[src/rtl/pulse_sync_scheduler.sv]
// pulse_sync_scheduler
// Shares one toggle-based pulse synchronizer channel between NUM_REQ event
// sources on the source clock. Each requester has a saturating pending
// counter. A round-robin arbiter picks one requester at a time. Every issued
// pulse is followed by GAP_CYCLES idle cycles so that the destination domain
// can resolve each toggle and sample the quasi-static ID.
module pulse_sync_scheduler #(
  parameter int NUM_REQ    = 4,
  parameter int CNT_W      = 4,
  parameter int GAP_CYCLES = 6,
  parameter int ID_W       = $clog2(NUM_REQ)
) (
  input  logic               clk,
  input  logic               rst,
  input  logic [NUM_REQ-1:0] req_pulse_in,
  input  logic               enable,
  input  logic               ovrflw_clr,
  output logic               sync_pulse_out,
  output logic [ID_W-1:0]    sync_id_out,
  output logic [NUM_REQ-1:0] pend_vec_out,
  output logic [NUM_REQ-1:0] ovrflw_out
);

  localparam int               GAP_W    = $clog2(GAP_CYCLES + 1);
  localparam logic [CNT_W-1:0] CNT_MAX  = {CNT_W{1'b1}};
  localparam logic [GAP_W-1:0] GAP_LOAD = GAP_W'(GAP_CYCLES);

  typedef enum logic [0:0] {
    ST_IDLE = 1'b0,
    ST_GAP  = 1'b1
  } state_t;

  state_t             r_state;
  state_t             w_state_nxt;
  logic [CNT_W-1:0]   r_cnt [NUM_REQ];
  logic [CNT_W-1:0]   w_cnt_nxt [NUM_REQ];
  logic [NUM_REQ-1:0] r_ovf;
  logic [NUM_REQ-1:0] w_ovf_nxt;
  logic [NUM_REQ-1:0] r_pend;
  logic               r_pulse;
  logic [ID_W-1:0]    r_id;
  logic [ID_W-1:0]    r_ptr;
  logic [GAP_W-1:0]   r_gap;
  logic               w_any;
  logic               w_grant;
  logic [ID_W-1:0]    w_pick;
  logic [NUM_REQ-1:0] w_gnt_vec;

  // Index base+off wrapped modulo NUM_REQ.
  function automatic logic [ID_W-1:0] rr_idx(input logic [ID_W-1:0] base, input int off);
    int sum;
    sum = (int'(base) + off) % NUM_REQ;
    return ID_W'(sum);
  endfunction

  // Round-robin search over registered counts, starting at the pointer.
  always_comb begin
    w_any  = 1'b0;
    w_pick = '0;
    for (int k = 0; k < NUM_REQ; k++) begin
      if (!w_any && (r_cnt[rr_idx(r_ptr, k)] != '0)) begin
        w_any  = 1'b1;
        w_pick = rr_idx(r_ptr, k);
      end else begin
        w_any = w_any;
      end
    end
  end

  // FSM next state and grant decision; a grant is only possible in IDLE or on the last GAP cycle.
  always_comb begin
    w_state_nxt = r_state;
    w_grant     = 1'b0;
    case (r_state)
      ST_IDLE: begin
        if (enable && w_any) begin
          w_grant     = 1'b1;
          w_state_nxt = ST_GAP;
        end else begin
          w_state_nxt = ST_IDLE;
        end
      end
      ST_GAP: begin
        if (r_gap != '0) begin
          w_state_nxt = ST_GAP;
        end else if (enable && w_any) begin
          w_grant     = 1'b1;
          w_state_nxt = ST_GAP;
        end else begin
          w_state_nxt = ST_IDLE;
        end
      end
      default: begin
        w_state_nxt = ST_IDLE;
      end
    endcase
  end

  // Per-requester next count and sticky overflow; a new overflow beats a clear.
  always_comb begin
    for (int i = 0; i < NUM_REQ; i++) begin
      w_gnt_vec[i] = w_grant && (w_pick == ID_W'(i));
      w_cnt_nxt[i] = r_cnt[i];
      w_ovf_nxt[i] = r_ovf[i] & ~ovrflw_clr;
      if (req_pulse_in[i] && !w_gnt_vec[i]) begin
        if (r_cnt[i] == CNT_MAX) begin
          w_ovf_nxt[i] = 1'b1;
        end else begin
          w_cnt_nxt[i] = r_cnt[i] + {{(CNT_W-1){1'b0}}, 1'b1};
        end
      end else if (w_gnt_vec[i] && !req_pulse_in[i]) begin
        w_cnt_nxt[i] = r_cnt[i] - {{(CNT_W-1){1'b0}}, 1'b1};
      end else begin
        w_cnt_nxt[i] = r_cnt[i];
      end
    end
  end

  // State, counters, gap timer and registered outputs.
  always_ff @(posedge clk) begin
    if (rst) begin
      r_state <= ST_IDLE;
      r_ovf   <= '0;
      r_pend  <= '0;
      r_pulse <= 1'b0;
      r_id    <= '0;
      r_ptr   <= '0;
      r_gap   <= '0;
      for (int i = 0; i < NUM_REQ; i++) begin
        r_cnt[i] <= '0;
      end
    end else begin
      r_state <= w_state_nxt;
      r_ovf   <= w_ovf_nxt;
      r_pulse <= w_grant;
      for (int i = 0; i < NUM_REQ; i++) begin
        r_cnt[i]  <= w_cnt_nxt[i];
        r_pend[i] <= (w_cnt_nxt[i] != '0);
      end
      if (w_grant) begin
        r_id  <= w_pick;
        r_ptr <= rr_idx(w_pick, 1);
        r_gap <= GAP_LOAD;
      end else if (r_gap != '0) begin
        r_gap <= r_gap - {{(GAP_W-1){1'b0}}, 1'b1};
      end else begin
        r_gap <= r_gap;
      end
    end
  end

  assign sync_pulse_out = r_pulse;
  assign sync_id_out    = r_id;
  assign pend_vec_out   = r_pend;
  assign ovrflw_out     = r_ovf;

endmodule
[config.mk]
export PLATFORM = sky130hd
export DESIGN_NAME = pulse_sync_scheduler
export DESIGN_NICKNAME = d
export VERILOG_FILES = /design/src/rtl/pulse_sync_scheduler.sv
export SDC_FILE = /design/constraint.sdc
export NUM_CORES = 1
export LEC_CHECK = 0
export ABC_CLOCK_PERIOD_IN_PS = 5900
export CAP_MARGIN = 20
export CORE_MARGIN = 4
export CORE_UTILIZATION = 60
export CTS_CLUSTER_DIAMETER = 50
export CTS_CLUSTER_SIZE = 8
export DETAILED_ROUTE_END_ITERATION = 8
export MAX_ROUTING_LAYER = met4
export PLACE_DENSITY_LB_ADDON = 0.2
export SYNTH_ARGS = -nofsm -noshare
export SYNTH_HDL_FRONTEND = slang
export SYNTH_SLANG_ARGS = --single-unit
export TNS_END_PERCENT = 50
[constraint.sdc]
create_clock -name clk -period 5.9 [get_ports clk]
set_input_delay 1.18 -clock clk [delete_from_list [all_inputs] [get_ports clk]]
set_output_delay 1.18 -clock clk [all_outputs]
set_load 0.02 [all_outputs]
# ---- After elaboration in Yosys (flattened, before gate mapping)
# Memory sizes are Yosys's and may differ from the RTL's. A register that Yosys moved wholly into a read port is not among the register bits.
# Index checks and enable logic that the tools add are counted.
dict set report totals {
  in_bits 8
  out_inout_bits 11
  elab_cells 122
  mem_count 1
  register_bits 17
  ram_bits 16
}
dict set report op_classes {
  reduce_logical 39
  bitwise 10
  mux 44
  add_sub_neg 13
  n_eq_ne 7
}
# memory words word_bits rd rd_clocked_by_memory_dff write_ports line_no
set memory_table {}
lappend memory_table {r_cnt 4 4 8 1 4 35} ;# logic [CNT_W-1:0] r_cnt [NUM_REQ];
# operator n
set op_table {}
lappend op_table {{4-bit 2-to-1 mux} 16}
lappend op_table {{4-bit nonzero test} 8}
lappend op_table {{1-bit 2-to-1 mux} 18}
lappend op_table {{4-bit by 1-bit adder with 4-bit output (second input constant)} 4}
lappend op_table {{4-bit == test (second input constant)} 4}
lappend op_table {{1-bit logical AND} 16}
lappend op_table {{4-bit by 1-bit subtractor with 4-bit output (second input constant)} 4}
lappend op_table {{2-bit 2-to-1 mux} 6}
lappend op_table {{1-bit zero test} 11}
lappend op_table {{3-bit 2-to-1 mux} 2}
lappend op_table {{2-bit by 1-bit adder with 2-bit output (second input constant)} 2}
lappend op_table {{2-bit adder (second input constant)} 2}
lappend op_table {{1-bit AND} 4}
lappend op_table {{2-bit == test (second input constant)} 2}
lappend op_table {{1-bit OR} 4}
lappend op_table {{1-bit case mux with 2 select lines} 2}
lappend op_table {{3-bit nonzero test} 1}
lappend op_table {{3-bit by 1-bit subtractor with 3-bit output (second input constant)} 1}
lappend op_table {{2-bit by 1-bit == test with 1-bit output (second input constant)} 1}
lappend op_table {{2-bit zero test} 1}
lappend op_table {{1-bit inverter} 2}
lappend op_table {{2-bit nonzero test} 1}
lappend op_table {{2-bit OR reduction} 1}

# ---- Depth between registers and ports, before layout
dict set report logic_depth {
  ltp_word 20
  ltp_mapped 13
  ltp_nobuf 12
}

# ---- Worst setup path after synthesis
# OpenSTA, ideal clock, no wires.
dict set report synth_timing {
  path_kind {flip-flop to flip-flop}
  startpoint {memory r_cnt[2][0]}
  endpoint {register r_pend[1], in the netlist pend_vec_out[1]}
  setup_ps 140
  t_required_ps 5760
  period_less_slack_ps 3161
  path_stages_with_launch 12
  path_buffers 1
  t_arrival_ps 3021
  slack_ps 2739
  path_cell_list {dfxtp_1 > or4_1 > buf_2 > mux4_2 > o31ai_1 > inv_1 > ha_1 > and3_1 > nand2_1 > nor4_1 > a311oi_1 > o221ai_1}
}
# item line_no
set synth_rtl {}
lappend synth_rtl {{from (decl)} 35}
lappend synth_rtl {{to (signal, indexed assignment)} 138} ;# r_pend[i] <= (w_cnt_nxt[i] != '0);
lappend synth_rtl {{to (decl)} 39} ;# logic [NUM_REQ-1:0] r_pend;

==> out/qor.yml <==
outcome: "complete, no violations"
wl_met2_um: 2443
hold_viol_final: 0
clkTransAtPathRegs_ns: 0.07
skew_ns: 0.006763
ir_worst_vdd_mv: 0.3681
tritoncts: "done"
cp_cell_sequence: "or4_1 -> mux4_2 -> o31ai_1 -> inv_1 -> ha_1 -> and3_1 -> nand2_1 -> nor4_1 -> a311oi_1 -> o221ai_1"
fmax_mhz: 283.8
drive_gt1_frac: 0.08108
post-cts-setup-buffers: 0
ioPinCount: 19
syn_avg_cell_area_um2: 8.137
maxSlewViolCount: 0
slowest_delay_ns: 0.61
maxCapViolCount: 0
ys_types: 62
fin_setup_tns_ns: 0
antenna_cells: 0
cts.htree.levels: 2
syn_to_final_growth_pct: 13.58
row_count: 22
slew_headroom: 0.3479
crit_required_ns: 6.05
grt_util_all_layers: 0.2231
netlist_instances: 282
die_h_um: 69.84
syn_area_um2: 2295
clock_sinks: 35
fin_ws_ns: 2.377
cts-hold-fix-buffers: 0
hp-class: "reg2reg"
gp_congestion: 0.8694
ctsLongestPathBuffers: 2
synthTopCellsByArea: "dfxtp_1, ha_1, a21oi_1, nor3_1, nor2_1"
switching_share: 0.4471
wl_met1_um: 2176
n_fill_cell: 314
synthesis.nets: 304
ctsResizeCount: 0
power_frac_comb: 0.578
met3WireLength_um: 263
first_pass_iters: 4
cp-start-kind: "flip-flop"
route.vias.total: 2128
dpl_worst_slack_ns: 2.407
cellLeakagePower_uw: 0.001036
clkPwrFrac: 0.165
power_frac_seq: 0.256
synth_edf_count: 0
fin_crit_ns: 3.523
fp.dieW_um: 69.84
crit_path_top_delay_cell: "or4_1"
p_int_uw: 853.8
core_um2: 3689
endpoint_kind: "flip-flop"
ys_ff_latch: 35
antenna_found_initial: 0
p_switching_uw: 690.5
crit_arrival_ns: 3.68
setup_viol_count_final: 0
grt_pass1_vias: 1920
async_flop_share: 0
power.density_nw_per_um2: 592.5
clk_latency_ns: 0.29
wirelength_um: 4944
yosysTopAreaCellShare: 0.3053
start_util: 0.6221
dp.final_hpwl_um: 3545
vias_per_cell: 6.186
worst_pin_slew_ns: 0.9764
die_area_um2: 4878
cts_made_buffers: 5
drtIter0Drc: 178
ant_nets: 0
wire_per_inst_um: 14.37
worstSetupPathType: "reg2reg"
fin_crit_sh: 0.5972
fin_nets: 317
yosys.area.top_type: "dfxtp_1"
overflow: 0
grt_first_pass_wirelength_um: 8700
port_buffers: 18
drc: 0
grt_max_degree: 18
rsz0062_at_grt: "false"
topRoutingLayerUsed: "met4"
ys_seq_area_frac: 0.3053
yosys_warnings: 0
synthFlopType: "dfxtp_1"
cp_max_fo: 7
cts_root_buf: "clkbuf_8"
==> flip-flops by register name (all words and copies together) (netlist names), named ones only <==
name / cells
ovrflw_out: 4
pend_vec_out: 4
r_cnt: 16
r_gap: 3
r_ptr: 2
r_state: 1
sync_id_out: 2
sync_pulse_out: 1
==> power groups by stage <==
stage | sequential [uW] | clock, uW | combinational [uW]
finish | 396 | 255 | 893
global route | 411 | 270 | 1010
CTS | 395 | 259 | 891
detailed placement | 400 | 0 | 884
global placement | 399 | 0 | 872
floorplan | 400 | 0 | 722
==> synthesized netlist by cell type (3+ instances only) <==
library cell / count
o21ai_0: 6
nand2b_1: 3
o211ai_1: 3
a311oi_1: 3
nand4_1: 5
nand4b_1: 3
nor4_1: 3
a211oi_1: 6
ha_1: 14
clkbuf_1: 8
or3_1: 3
nand3_1: 12
nor2_1: 24
mux2i_1: 5
nand2_1: 17
or4_1: 4
a21oi_1: 18
and3_1: 8
dfxtp_1: 35
a2bb2oi_1: 3
o31ai_1: 3
nor3_1: 18
a31oi_1: 9
inv_1: 22
buf_6: 3
==> per-stage QoR <==
| step | hold slack (ns) | instance area [um2] | util | total power [uW] | cells |
|---|---|---|---|---|---|
| 5_1_grt | 0.5289 | 2606 | 0.7066 | 1689 | 344 |
| 2_1_floorplan | 0.5090 | 2295 | - | 1122 | 282 |
| 3_3_place_gp | 0.4701 | 2459 | 0.6666 | 1270 | 335 |
| 3_5_place_dp | 0.4793 | 2474 | 0.6706 | 1284 | 336 |
| 6_report | 0.4899 | 2606 | 0.7066 | 1544 | 344 |
| 4_1_cts | 0.4957 | 2606 | 0.7066 | 1545 | 344 |
==> path summary, 6_finish.rpt <==
path	start	slack [ns]	depth (start not counted)	end
worst max register to register	r_cnt[3][0]	2.38	10	pend_vec_out[1]
worst min register to register	ovrflw_out[0]	0.49	2	ovrflw_out[0]
worst max-delay path	r_cnt[3][0]	2.38	10	pend_vec_out[1]
worst min-delay path	ovrflw_out[0]	0.49	2	ovrflw_out[0]
==> routing by layer <==
metal  global-route usage  vias to the layer above
met3              0.04638                        4
met2               0.3620                       44
met1               0.2777                      997
met4              0.07021                        0
met5                    -                        -
li1                     -                     1083
==> critical path, delay by kind of cell, from the launching register on <==
family          cells  cell delay [ns]
mux                 1             0.57
flops               1             0.38
fa+ha+maj           1             0.24
simple gates        4             1.09
compound gates      3             0.94
buf+inv             1             0.16
==> cell usage in the layout (no fill, tap or decap), types with 3 or more instances in the layout <==
| cell type | Yosys | routed |
|---|---|---|
| a211oi_1 | 6 | 6 |
| nand4_1 | 5 | 5 |
| clkbuf_8 | 0 | 5 |
| or3_1 | 3 | 3 |
| a21oi_1 | 18 | 18 |
| a311oi_1 | 3 | 3 |
| ha_1 | 14 | 14 |
| or4_1 | 4 | 4 |
| nand3_1 | 12 | 12 |
| a2bb2oi_1 | 3 | 3 |
| nor4_1 | 3 | 3 |
| and3_1 | 8 | 8 |
| nand2b_1 | 3 | 3 |
| nor3_1 | 18 | 18 |
| a31oi_1 | 9 | 9 |
| o31ai_1 | 3 | 3 |
| o21ai_0 | 6 | 6 |
| dfxtp_1 | 35 | 35 |
| inv_1 | 22 | 22 |
| nand4b_1 | 3 | 3 |
| nor2_1 | 24 | 24 |
| clkdlybuf4s50_1 | 0 | 18 |
| o211ai_1 | 3 | 3 |
| mux2i_1 | 5 | 5 |
| nand2_1 | 17 | 17 |
==> cell families after synthesis <==
| logic type | count (synthesis) | share of synthesized area |
|---|---|---|
| AO/OA/AOI/OAI | 75 | 0.2323 |
| XOR/XNOR | 2 | 0.007635 |
| adder cells (fa/ha/maj) | 14 | 0.07634 |
| buffers and inverters | 35 | 0.06925 |
| flip-flops | 35 | 0.3053 |
| multiplexers | 8 | 0.04635 |
| AND/OR/NAND/NOR | 113 | 0.2628 |
==> area by class of cell <==
cell class	count	area, um2	area share
well taps	48	60.06	0.02304
repair buffers	19	195.2	0.07489
multi-input cells	212	1435	0.5506
inverters	22	82.58	0.03169
clock buffers	6	72.57	0.02784
flip-flops and latches	35	700.7	0.2688
clock inverters	2	60.06	0.02304
(Power assumes the default switching activity.)
